--- src/rtl/pipe_issue_ctrl_if.sv ---
// Decode-to-execute issue bus: decode instruction fields in, issue/hazard
// and writeback sequencing out.
interface pipe_issue_ctrl_if #(
    parameter int NREG = 8,
    parameter int RW   = 3,
    parameter int LATW = 3
);
    logic            id_valid;
    logic [RW-1:0]   id_rs1;
    logic [RW-1:0]   id_rs2;
    logic [RW-1:0]   id_rd;
    logic            id_wr;
    logic [LATW-1:0] id_lat;
    logic            ex_br_taken;
    logic            issue;
    logic            stall;
    logic            flush;
    logic            ex_busy;
    logic            wb_valid;
    logic [RW-1:0]   wb_rd;
    logic            wb_wr;
    logic [NREG-1:0] pend;
    logic [15:0]     stall_cnt;

    modport master (
        output id_valid, id_rs1, id_rs2, id_rd, id_wr, id_lat, ex_br_taken,
        input  issue, stall, flush, ex_busy, wb_valid, wb_rd, wb_wr, pend, stall_cnt
    );

    modport slave (
        input  id_valid, id_rs1, id_rs2, id_rd, id_wr, id_lat, ex_br_taken,
        output issue, stall, flush, ex_busy, wb_valid, wb_rd, wb_wr, pend, stall_cnt
    );
endinterface

--- src/rtl/pipe_issue_ctrl.sv ---
// Issue/hazard controller for the shared multi-cycle execute unit: scoreboard,
// latency down-counter, and stall/flush/writeback sequencing.
//
//   state  | meaning
//   IDLE   | execute unit empty
//   EXEC   | counting execute latency
//   WB     | single writeback cycle, new issue allowed
module pipe_issue_ctrl #(
    parameter int NREG = 8,
    parameter int RW   = 3,
    parameter int LATW = 3
) (
    input  logic             clk,
    input  logic             reset,
    pipe_issue_ctrl_if.slave bus
);
    typedef enum logic [1:0] {S_IDLE, S_EXEC, S_WB} state_t;

    localparam logic [LATW-1:0] LAT_ONE = {{(LATW-1){1'b0}}, 1'b1};

    state_t          state_q;
    logic [LATW-1:0] cnt_q;
    logic [RW-1:0]   rd_q;
    logic            wr_q;
    logic            ex_busy_q;
    logic            wb_valid_q;
    logic [RW-1:0]   wb_rd_q;
    logic            wb_wr_q;
    logic [NREG-1:0] pend_q;
    logic [NREG-1:0] pend_d;
    logic [15:0]     stall_cnt_q;

    logic            raw;
    logic            waw;
    logic            issue;
    logic            stall;
    logic            flush;
    logic [LATW-1:0] lat_eff;

    assign raw     = pend_q[bus.id_rs1] | pend_q[bus.id_rs2];
    assign waw     = bus.id_wr & pend_q[bus.id_rd];
    assign flush   = bus.ex_br_taken;
    assign issue   = bus.id_valid & ~ex_busy_q & ~raw & ~waw & ~flush;
    assign stall   = bus.id_valid & ~issue & ~flush;
    assign lat_eff = (bus.id_lat == '0) ? LAT_ONE : bus.id_lat;

    // WAW blocks issue on a pending register, so clear and set never collide
    always_comb begin
        pend_d = pend_q;
        if (state_q == S_WB && wb_wr_q)
            pend_d[wb_rd_q] = 1'b0;
        if (issue && bus.id_wr)
            pend_d[bus.id_rd] = 1'b1;
        pend_d[0] = 1'b0;
    end

    always_ff @(posedge clk) begin
        if (reset) begin
            state_q     <= S_IDLE;
            cnt_q       <= '0;
            rd_q        <= '0;
            wr_q        <= 1'b0;
            ex_busy_q   <= 1'b0;
            wb_valid_q  <= 1'b0;
            wb_rd_q     <= '0;
            wb_wr_q     <= 1'b0;
            pend_q      <= '0;
            stall_cnt_q <= '0;
        end else begin
            pend_q <= pend_d;
            if (stall && stall_cnt_q != 16'hFFFF)
                stall_cnt_q <= stall_cnt_q + 16'd1;

            case (state_q)
                S_IDLE, S_WB: begin
                    wb_valid_q <= 1'b0;
                    wb_rd_q    <= '0;
                    wb_wr_q    <= 1'b0;
                    if (issue) begin
                        state_q   <= S_EXEC;
                        cnt_q     <= lat_eff;
                        rd_q      <= bus.id_rd;
                        wr_q      <= bus.id_wr;
                        ex_busy_q <= 1'b1;
                    end else begin
                        state_q   <= S_IDLE;
                        cnt_q     <= '0;
                        ex_busy_q <= 1'b0;
                    end
                end
                S_EXEC: begin
                    if (cnt_q == LAT_ONE) begin
                        state_q    <= S_WB;
                        cnt_q      <= '0;
                        ex_busy_q  <= 1'b0;
                        wb_valid_q <= 1'b1;
                        wb_rd_q    <= rd_q;
                        wb_wr_q    <= wr_q;
                    end else begin
                        cnt_q <= cnt_q - LAT_ONE;
                    end
                end
                default: begin
                    state_q    <= S_IDLE;
                    cnt_q      <= '0;
                    ex_busy_q  <= 1'b0;
                    wb_valid_q <= 1'b0;
                end
            endcase
        end
    end

    assign bus.issue     = issue;
    assign bus.stall     = stall;
    assign bus.flush     = flush;
    assign bus.ex_busy   = ex_busy_q;
    assign bus.wb_valid  = wb_valid_q;
    assign bus.wb_rd     = wb_rd_q;
    assign bus.wb_wr     = wb_wr_q;
    assign bus.pend      = pend_q;
    assign bus.stall_cnt = stall_cnt_q;
endmodule

--- src/flat_wrapper.sv ---
// flat-port wrapper written by rule: the top's interface ports become plain ports
module pipe_issue_ctrl_flat 
#(
    parameter int NREG = 8,
    parameter int RW   = 3,
    parameter int LATW = 3
)
  (clk, reset, bus_id_valid, bus_id_rs1, bus_id_rs2, bus_id_rd, bus_id_wr, bus_id_lat, bus_ex_br_taken, bus_issue, bus_stall, bus_flush, bus_ex_busy, bus_wb_valid, bus_wb_rd, bus_wb_wr, bus_pend, bus_stall_cnt);
  pipe_issue_ctrl_if #(.NREG(NREG), .RW(RW), .LATW(LATW)) bus_i ();
  input  logic clk;
  input  logic reset;
  input wire logic [$bits(bus_i.id_valid)-1:0] bus_id_valid;
  input wire logic [$bits(bus_i.id_rs1)-1:0] bus_id_rs1;
  input wire logic [$bits(bus_i.id_rs2)-1:0] bus_id_rs2;
  input wire logic [$bits(bus_i.id_rd)-1:0] bus_id_rd;
  input wire logic [$bits(bus_i.id_wr)-1:0] bus_id_wr;
  input wire logic [$bits(bus_i.id_lat)-1:0] bus_id_lat;
  input wire logic [$bits(bus_i.ex_br_taken)-1:0] bus_ex_br_taken;
  output wire logic [$bits(bus_i.issue)-1:0] bus_issue;
  output wire logic [$bits(bus_i.stall)-1:0] bus_stall;
  output wire logic [$bits(bus_i.flush)-1:0] bus_flush;
  output wire logic [$bits(bus_i.ex_busy)-1:0] bus_ex_busy;
  output wire logic [$bits(bus_i.wb_valid)-1:0] bus_wb_valid;
  output wire logic [$bits(bus_i.wb_rd)-1:0] bus_wb_rd;
  output wire logic [$bits(bus_i.wb_wr)-1:0] bus_wb_wr;
  output wire logic [$bits(bus_i.pend)-1:0] bus_pend;
  output wire logic [$bits(bus_i.stall_cnt)-1:0] bus_stall_cnt;
  assign bus_i.id_valid = bus_id_valid;
  assign bus_i.id_rs1 = bus_id_rs1;
  assign bus_i.id_rs2 = bus_id_rs2;
  assign bus_i.id_rd = bus_id_rd;
  assign bus_i.id_wr = bus_id_wr;
  assign bus_i.id_lat = bus_id_lat;
  assign bus_i.ex_br_taken = bus_ex_br_taken;
  assign bus_issue = bus_i.issue;
  assign bus_stall = bus_i.stall;
  assign bus_flush = bus_i.flush;
  assign bus_ex_busy = bus_i.ex_busy;
  assign bus_wb_valid = bus_i.wb_valid;
  assign bus_wb_rd = bus_i.wb_rd;
  assign bus_wb_wr = bus_i.wb_wr;
  assign bus_pend = bus_i.pend;
  assign bus_stall_cnt = bus_i.stall_cnt;
  pipe_issue_ctrl #(.NREG(NREG), .RW(RW), .LATW(LATW)) u_core (.clk(clk), .reset(reset), .bus(bus_i));
endmodule
--- config.mk ---
export PLATFORM = sky130hd
export DESIGN_NAME = pipe_issue_ctrl_flat
export DESIGN_NICKNAME = d
export VERILOG_FILES = /design/src/rtl/pipe_issue_ctrl_if.sv /design/src/rtl/pipe_issue_ctrl.sv /design/src/flat_wrapper.sv
export SDC_FILE = /design/constraint.sdc
export NUM_CORES = 1
export LEC_CHECK = 0
export CAP_MARGIN = 20
export CORE_UTILIZATION = 50
export DETAILED_ROUTE_END_ITERATION = 6
export DONT_BUFFER_PORTS = 1
export HOLD_SLACK_MARGIN = 0.12
export PLACE_DENSITY = 0.64
export SKIP_LAST_GASP = 1
export SLEW_MARGIN = 10
export SYNTH_ARGS = -nofsm -noshare
export SYNTH_HDL_FRONTEND = slang
export SYNTH_SLANG_ARGS = --single-unit
--- constraint.sdc ---
create_clock -name clk -period 3.11 [get_ports clk]
set_input_delay 0.1555 -clock clk [delete_from_list [all_inputs] [get_ports clk]]
set_output_delay 0.1555 -clock clk [all_outputs]
set_load 0.02 [all_outputs]
# Word-level counts from Yosys, hierarchy flattened
# Index checks and enable logic that the tools add are counted.
dict set report totals {
  regBits 39
  out_inout_bits 33
  word_cells 79
}
dict set report classes {
  add_sub_neg 2
  magnitude_cmp 6
  n_eq_ne 5
  n_mux 26
  bitwise 17
  reduce_logical 12
}
# cell n
set ops {}
lappend ops {{16-bit by 1-bit adder with 16-bit output, second input constant} 1}
lappend ops {{3-bit by 4-bit < comparator with 1-bit output, second input constant} 4}
lappend ops {{8-bit 2-to-1 mux} 2}
lappend ops {{16-bit != test, second input constant} 1}
lappend ops {{3-bit 2-to-1 mux} 4}
lappend ops {{3-bit case mux with 2 select lines} 2}
lappend ops {{1-bit binary-select mux with 3-bit select} 3}
lappend ops {{1-bit 2-to-1 mux} 9}
lappend ops {{8-bit AND} 1}
lappend ops {{8-bit NOT} 1}
lappend ops {{8-bit OR} 1}
lappend ops {{1-bit AND} 7}
lappend ops {{1-bit demux with 3-bit select} 2}
lappend ops {{3-bit by 1-bit greater-or-equal comparator with 1-bit output, second input constant} 2}
lappend ops {{1-bit NOT} 6}
lappend ops {{1-bit logical AND} 5}
lappend ops {{1-bit case mux with 2 select lines} 2}
lappend ops {{2-bit case mux with 2 select lines} 1}
lappend ops {{2-bit AND reduction} 2}
lappend ops {{2-bit OR reduction} 2}
lappend ops {{3-bit by 1-bit equality test with 1-bit output, second input constant} 1}
lappend ops {{3-bit zero test} 1}
lappend ops {{3-bit by 1-bit subtractor with 3-bit output, second input constant} 1}
lappend ops {{2-bit by 1-bit equality test with 1-bit output, second input constant} 1}
lappend ops {{other kinds (6)} 6}

# Depth between registers and ports, before layout
# Gate-level depths: netlist of run 1.
dict set report depth {
  ltp_word 11
  ltp_mapped 9
  mapped_depth_nobuf 7
}

# Worst setup path after synthesis of run 1
# Ideal clock, no wire load.
dict set report synth_path {
  kind {register to register}
  from {register u_core.pend_q[7], in the netlist u_core.bus.pend[7]}
  to {register u_core.stall_cnt_q[2], in the netlist u_core.bus.stall_cnt[2]}
  setup_time_ns 0.121
  arrival_ns 2.121
  required_time_ns 2.989
  path_slack_ns 0.867
  path_stages_with_launch 8
  period_less_slack_ns 2.243
  cell_sequence {dfxtp_1 -> mux4_2 -> a2111oi_4 -> nand4_2 -> nor2_2 -> buf_6 -> nor3b_2 -> mux2_4}
}
dict set report synth_between {
  elab_chain_cells 11
}
# item line
set synth_rtl {}
lappend synth_rtl {{from (decl)} pipe_issue_ctrl.sv:29} ;# logic [NREG-1:0] pend_q;
lappend synth_rtl {{from (signal assigned)} pipe_issue_ctrl.sv:70} ;# pend_q <= pend_d;
lappend synth_rtl {{1-bit binary-select mux with 3-bit select} pipe_issue_ctrl.sv:40} ;# assign raw = pend_q[bus.id_rs1] | pend_q[bus.id_rs2];
lappend synth_rtl {{1-bit 2-to-1 mux (implied by the code)} pipe_issue_ctrl.sv:40}
lappend synth_rtl {{1-bit OR} pipe_issue_ctrl.sv:40}
lappend synth_rtl {{1-bit NOT} pipe_issue_ctrl.sv:43} ;# assign issue = bus.id_valid & ~ex_busy_q & ~raw & ~waw & ~flush;
lappend synth_rtl {{1-bit AND} pipe_issue_ctrl.sv:43}
lappend synth_rtl {{1-bit AND (*) (2 in a row)} pipe_issue_ctrl.sv:43}
lappend synth_rtl {{1-bit NOT (*)} pipe_issue_ctrl.sv:44} ;# assign stall = bus.id_valid & ~issue & ~flush;
lappend synth_rtl {{1-bit AND (*) (2 in a row)} pipe_issue_ctrl.sv:44}
lappend synth_rtl {{1-bit logical AND (*)} pipe_issue_ctrl.sv:71} ;# if (stall && stall_cnt_q != 16'hFFFF)
lappend synth_rtl {{to (signal assigned)} pipe_issue_ctrl.sv:72} ;# stall_cnt_q <= stall_cnt_q + 16'd1;
lappend synth_rtl {{to (decl)} pipe_issue_ctrl.sv:31} ;# logic [15:0] stall_cnt_q;
# Every way passes the cells marked *; elsewhere a longest branch is shown, timed or not. The select of a mux whose other input is x is not followed.
# A chain may end at the register's enable or synchronous reset.

# Final worst setup path of run 1
dict set report layout_path {
  from {register u_core.pend_q[7], in the netlist u_core.bus.pend[7]}
  to {register u_core.pend_q[6], in the netlist u_core.bus.pend[6]}
}
dict set report layout_between {
  elab_chain_cells 9
}
# item line
set layout_rtl {}
lappend layout_rtl {{1-bit binary-select mux with 3-bit select} pipe_issue_ctrl.sv:40}
lappend layout_rtl {{1-bit 2-to-1 mux (implied by the code)} pipe_issue_ctrl.sv:40}
lappend layout_rtl {{1-bit OR} pipe_issue_ctrl.sv:40}
lappend layout_rtl {{1-bit NOT} pipe_issue_ctrl.sv:43}
lappend layout_rtl {{1-bit AND} pipe_issue_ctrl.sv:43}
lappend layout_rtl {{1-bit AND (*) (2 in a row)} pipe_issue_ctrl.sv:43}
lappend layout_rtl {{1-bit logical AND (*)} pipe_issue_ctrl.sv:52} ;# if (issue && bus.id_wr)
lappend layout_rtl {{8-bit 2-to-1 mux (*)} pipe_issue_ctrl.sv:52}
# Marked as above.

==> run metrics, run 1 <==
status finished, final reports clean; hpwl dp roughly 3200 um; Cell Chain, Critical Path mux4_2, a2111oi_4, nand4_2, nor2_2, buf_12, nand4_1, dlygate4sd3_1, a21oi_1; CTS H-tree lvls 2; largest net degree at the start of global routing 38; Max VDD drop a little under 0.3 mV; Setup TNS 0 ns; #FFs+latches synth 38; port bufs 0; row count 23; clock latency on the worst-skew pair about 0.29 ns; RSZ-0062 raised after global routing no; CTS Root Buffer Type clkbuf_8; syn_nets 253; initial core utilization between 50 and 60%; chip width 67.3 um; placed cell count roughly 270; layout cells sized above 1 18.2%; Cell Area, Placed 2130 um2; post-synth cell types 50; Leak 0.791 nW; top area cells in the synthesized netlist dfxtp_1 (36%), mux2_4 (5.6%), nor2_1 (4.1%), a21oi_1 (3.8%), nor2b_1 (3.5%); minimum clock period between 2 and 3 ns; Setup Skew roughly 0.0066 ns; Filler Cell Count roughly 360; crit-path leading delay family buffers and inverters; Util after Layout between 50% and 60%; Routed Wire Length 4740 um; Slew headroom 62.8%; Cells after Synth about 230; Post-synth ARST share 0%; Crit Path Class flop to flop; CTS Buf Count 5; Max-Cap Viols 0; Post-synth EDFFs 0; P per Cell Area between 400 and 500 nW/um2; initial antenna violation count 0; Final Hold Viols 0; worst r2r src u_core.bus.pend[7]$_SDFF_PP0_; Max Slew Vio Count 0; Max Fclk about 360 MHz; Final Setup Violations 0; global route overflow 0; Primary FF master, synth dfxtp_1; nets about 260; worst setup margin approximately 0.34 ns; Tot Pwr between 1 and 1.5 mW; Die ar. 4530 um2; num ports 50; first-pass GRT wire length about 7900 um; WP data required roughly 3.3 ns; routed via count 1741; Bufs and invs on worst path 2; Die H just under 70 um; CP arrival 2.99 ns; GP Congestion 0.805; TritonCTS clock tree done; final instance area roughly 2400 um2; post_cts resized 0; launch point of the worst path u_core.bus.pend[7]$_SDFF_PP0_; Antenna Cells 0; CTS sink count 38; Layout area overhead 12.3%; most frequent cells after synthesis dfxtp_1 (38), nor2_1 (23), nand2_1 (19); pre-CTS setup slack ~0.74 ns; DRC errors left 0; crit-path max FO 31; Core Box Area ~4000 um2; # Post-CTS Setup Buffers 0; Tcrit/Tclk final 89.0%; CP max stage cell dlygate4sd3_1; vias in the first global route about 1700; warning count from the yosys run 0; Synth Cell Area between 2000 and 2500 um2; worst hold path type input pin to flop; Critical Path Start Type flop; initial drt markers between 100 and 150; top-count cell post-synth dfxtp_1; Syn Area/Cell 9.15 um2; Post-Layout Cell Count 292; Worst Setup End Kind flop; WL per Instance around 16 um; worst min-delay path startpoint reset; slowest stage delay, CP 0.58 ns; worst hold margin ~0.13 ns; Clock transition at path regs roughly 0.080 ns; largest buffer count on any clock path 2; Yosys top cell area share between 30% and 40%; post-synthesis sequential area ratio about 36%; ANT nets after route 0; vias per cell ~6.0; largest area contributor in the netlist dfxtp_1; GRT Total Usage a little under a quarter; drt pass-1 iters 4; worst-margin pin slew roughly 0.55 ns
-- report_power, final --
part           internal [mW]  switching [mW]  leakage, nW  total (mW)
registers              0.497          0.0150        0.307       0.512
clock network          0.321           0.189       0.0683       0.511
logic                 0.0457          0.0545        0.415       0.100
-- per-layer routing --
| metal | GRT usage (%) | vias to the layer above | share of wire [%] |
|---|---|---|---|
| li1 | - | 862 | - |
| met1 | 31.3 | 823 | 49 |
| met2 | 36.1 | 51 | 44 |
| met3 | 6.25 | 5 | 6.2 |
| met4 | 7.45 | 0 | 1.0 |
| met5 | 0 | - | 0 |
-- cell usage in the layout, fill, tap and decap left out, drive strengths merged, types with 4 or more instances in the layout --
| cell | count |
|---|---|
| a21oi | 16 |
| o21ai | 13 |
| nor2 | 25 |
| nand3 | 8 |
| nor3 | 6 |
| nand2b | 7 |
| dlygate4sd3 | 10 |
| nor2b | 12 |
| inv | 4 |
| or3 | 6 |
| mux2i | 5 |
| dfxtp | 38 |
| a22o | 4 |
| clkbuf | 5 |
| mux2 | 11 |
| nand4 | 9 |
| nand2 | 19 |
-- sequential cells by signal, indices dropped and copies added, names as in the netlist --
name,count
u_core.bus.stall_cnt,16
u_core.bus.pend,7
u_core.bus.wb_rd,3
u_core.cnt_q,3
u_core.rd_q,3
u_core.state_q,2
u_core.bus.ex_busy,1
u_core.bus.wb_valid,1
u_core.bus.wb_wr,1
u_core.wr_q,1
-- final timing paths --
check / cells after the start / slack [ns] / endpoint
max reg2reg: 8 / 0.34 / u_core.bus.pend[6]$_SDFF_PP0_
max: 8 / 0.34 / u_core.bus.pend[6]$_SDFF_PP0_
min reg2reg: 1 / 0.48 / u_core.cnt_q[0]$_SDFF_PP0_
min: 2 / 0.13 / u_core.bus.stall_cnt[9]$_SDFFE_PP0P_
-- timing repair --
item | 4_1_cts | 5_1_grt
hold buffers | 11 | 0
endpoints found under the setup margin | 0 | 0
endpoints found under the hold margin | 33 | 0
-- logic make-up (layout without fill, tap and decap cells) --
kind of cell | after synthesis | in the layout | synth area share [%]
simple gates | 110 | 110 | 30.6
fa+ha+maj | 3 | 3 | 1.76
flops | 38 | 38 | 35.7
compound gates | 45 | 45 | 13.9
mux | 19 | 19 | 12.7
buf+inv | 16 | 25 | 4.76
xor+xnor | 1 | 1 | 0.411
other cells | 1 | 1 | 0.176
-- final cells by class --
class,count,area (um2),area share (%)
multi-input cells,179,1270,53.0
well taps,50,62.6,2.62
repair buffers,13,148,6.17
flip-flops and latches,38,761,31.8
clock inverters,3,68.8,2.88
inverters,4,15.0,0.628
clock buffers,5,68.8,2.88
Note: power is estimated with default switching activity, not from simulation.
==> inputs of run 2 (changes only) <==
--- a/config.mk
+++ b/config.mk
@@ -10,9 +10,10 @@
 export DETAILED_ROUTE_END_ITERATION = 6
 export DONT_BUFFER_PORTS = 1
 export HOLD_SLACK_MARGIN = 0.12
+export MAX_ROUTING_LAYER = met4
 export PLACE_DENSITY = 0.64
 export SKIP_LAST_GASP = 1
-export SLEW_MARGIN = 10
+export SLEW_MARGIN = 0
 export SYNTH_ARGS = -nofsm -noshare
 export SYNTH_HDL_FRONTEND = slang
 export SYNTH_SLANG_ARGS = --single-unit
==> run 2 against run 1 <==
- fmax up 0.30%
- sequential power hardly changed
- critical path type unchanged
- count of clock-buffer cells in the layout unchanged
- first-iteration DRC count rose by 18%
- core utilization unchanged
- cell count did not move
- worst setup slack better by 0.0082 ns
- sequential share of layout area unchanged
- combinational power about the same
- critical endpoint unchanged
==> run metrics, run 2 (same netlist as run 1, synthesis figures left out) <==
worst-margin pin slew 0.551 ns (-0.00307 ns); chip width 67.3 um (unchanged); RSZ-0062 raised after global routing no; Core Box Area 4060 um2 (unchanged); worst hold margin 0.127 ns (-0.000216 ns); layout cells sized above 1 18.2% (unchanged); pre-CTS setup slack 0.740 ns (unchanged); ANT nets after route 0 (unchanged); CTS Buf Count 5 (unchanged); max reg flops 16 (unchanged); Max Fclk 362 MHz (+0.30%); worst hold path type input pin to flop; initial drt markers 129 (+18%); Reg2Reg Depth 8 (unchanged); worst r2r src u_core.bus.pend[7]$_SDFF_PP0_; Cell Area, Placed 2130 um2 (unchanged); Slew headroom 63.0% (+0.21 points); worst min-delay path startpoint reset; port bufs 0 (unchanged); most common cell after layout, fill and taps aside dfxtp_1; Layout area overhead 12.3% (unchanged); drt pass-1 iters 4 (unchanged); Max VDD drop 0.299 mV (+0.67%); Tcrit/Tclk final 88.7% (-0.26 points); Clock transition at path regs 0.08 ns (about the same); largest net degree at the start of global routing 38 (unchanged); FF-to-FF setup slack 0.35 ns (about the same); Final Setup Violations 0 (unchanged); row count 23 (unchanged); P per Cell Area 469 nW/um2 (-0.10%); largest buffer count on any clock path 2 (unchanged); Crit Path Class flop to flop; Max-Cap Viols 0 (unchanged); first-pass GRT wire length 7930 um (about the same); TritonCTS clock tree done; # Post-CTS Setup Buffers 0 (unchanged); clock latency on the worst-skew pair 0.29 ns (about the same); Setup TNS 0 ns (unchanged); CTS Root Buffer Type clkbuf_8; Worst R2R End u_core.bus.pend[6]$_SDFF_PP0_; crit-path max FO 31 (unchanged); Tot Pwr 1.12 mW (-0.10%); CTS H-tree lvls 2 (unchanged); Setup Skew 0.00898 ns (+0.00238 ns); DRC errors left 0 (unchanged); Max Slew Vio Count 0 (unchanged); final instance area 2390 um2 (unchanged); minimum clock period 2.76 ns (-0.00821 ns); vias in the first global route 1727 (-0.17%); post_cts resized 0 (unchanged); Critical Path Start Type flop; hpwl dp 3160 um (unchanged); nets 261 (unchanged); placed cell count 273 (unchanged); Worst Setup End Kind flop; launch point of the worst path u_core.bus.pend[7]$_SDFF_PP0_; Filler Cell Count 364 (unchanged); initial core utilization 52.5% (unchanged); status finished, final reports clean; Final Hold Viols 0 (unchanged); WL per Instance 16.2 um (-0.15%); Die ar. 4530 um2 (unchanged); CTS sink count 38 (unchanged); end of the critical path u_core.bus.pend[6]$_SDFF_PP0_; most frequent cells in the layout dfxtp_1 (38), nor2_1 (23), nand2_1 (19); Leak 0.791 nW (unchanged); routed via count 1735 (-0.34%); vias per cell 5.94 (-0.34%); WP data required 3.33 ns (about the same); Die H 67.3 um (unchanged); global route overflow 0 (unchanged); Routed Wire Length 4740 um (-0.15%); Post-Layout Cell Count 292 (unchanged); num ports 50 (unchanged); GRT Total Usage 23.9% (+0.61 points); worst setup margin 0.350 ns (+0.00821 ns); initial antenna violation count 0 (unchanged); Util after Layout 59.0% (unchanged); GP Congestion 0.816 (+1.5%); Antenna Cells 0 (unchanged); CP arrival 2.98 ns (about the same)
==> run 2: cell counts in the layout (fill, tap and decap cells not counted) <==
No cell type changed its count.
==> run 2: worst min-delay path by stage <==
stage                                             to  slack (ns)  depth (start not counted)
5_1_grt                u_core.bus.pend[2]$_SDFF_PP0_        0.14                          2
3_3_place_gp         u_core.bus.ex_busy$_SDFFE_PP0P_        0.23                          1
3_5_place_dp   u_core.bus.stall_cnt[15]$_SDFFE_PP0P_        0.23                          1
2_1_floorplan         u_core.state_q[1]$_SDFFE_PP0P_        0.28                          1
6_report        u_core.bus.stall_cnt[2]$_SDFFE_PP0P_        0.13                          2
4_1_cts         u_core.bus.stall_cnt[2]$_SDFFE_PP0P_        0.12                          2
==> run 2: report_power, final <==
part | total [mW] | switching, mW | internal (mW)
combinational | 0.100 | 0.0544 | 0.0457
sequential | 0.512 | 0.0149 | 0.497
clock | 0.509 | 0.188 | 0.321
==> run 2: what timing repair did <==
item / 4_1_cts / 5_1_grt
setup endpoints to repair: 0 / 0
hold buffers: 11 / 0
hold endpoints to repair: 33 / 0
==> run 2: cell type report <==
class	instances	area [um2]	share of cell area, %
repair buffers	13	148	6.17
inverters	4	15.0	0.628
flip-flops and latches	38	761	31.8
clock buffers	5	68.8	2.88
clock inverters	3	68.8	2.88
well taps	50	62.6	2.62
multi-input cells	179	1270	53.0
==> run 2: routing by layer <==
layer | global-route usage (%) | part of all wire [%]
met1 | 31.7 | 48
met2 | 35.8 | 44
met3 | 5.24 | 7.1
met4 | 8.24 | 0.95
met5 | - | 0
==> run 2: critical path, cell delays in order (launching register included) <==
cell and delay, ns:
dfxtp_1 0.40, mux4_2 0.53, a2111oi_4 0.36, nand4_2 0.19, nor2_2 0.16, buf_12 0.22
nand4_1 0.10, dlygate4sd3_1 0.58, a21oi_1 0.14
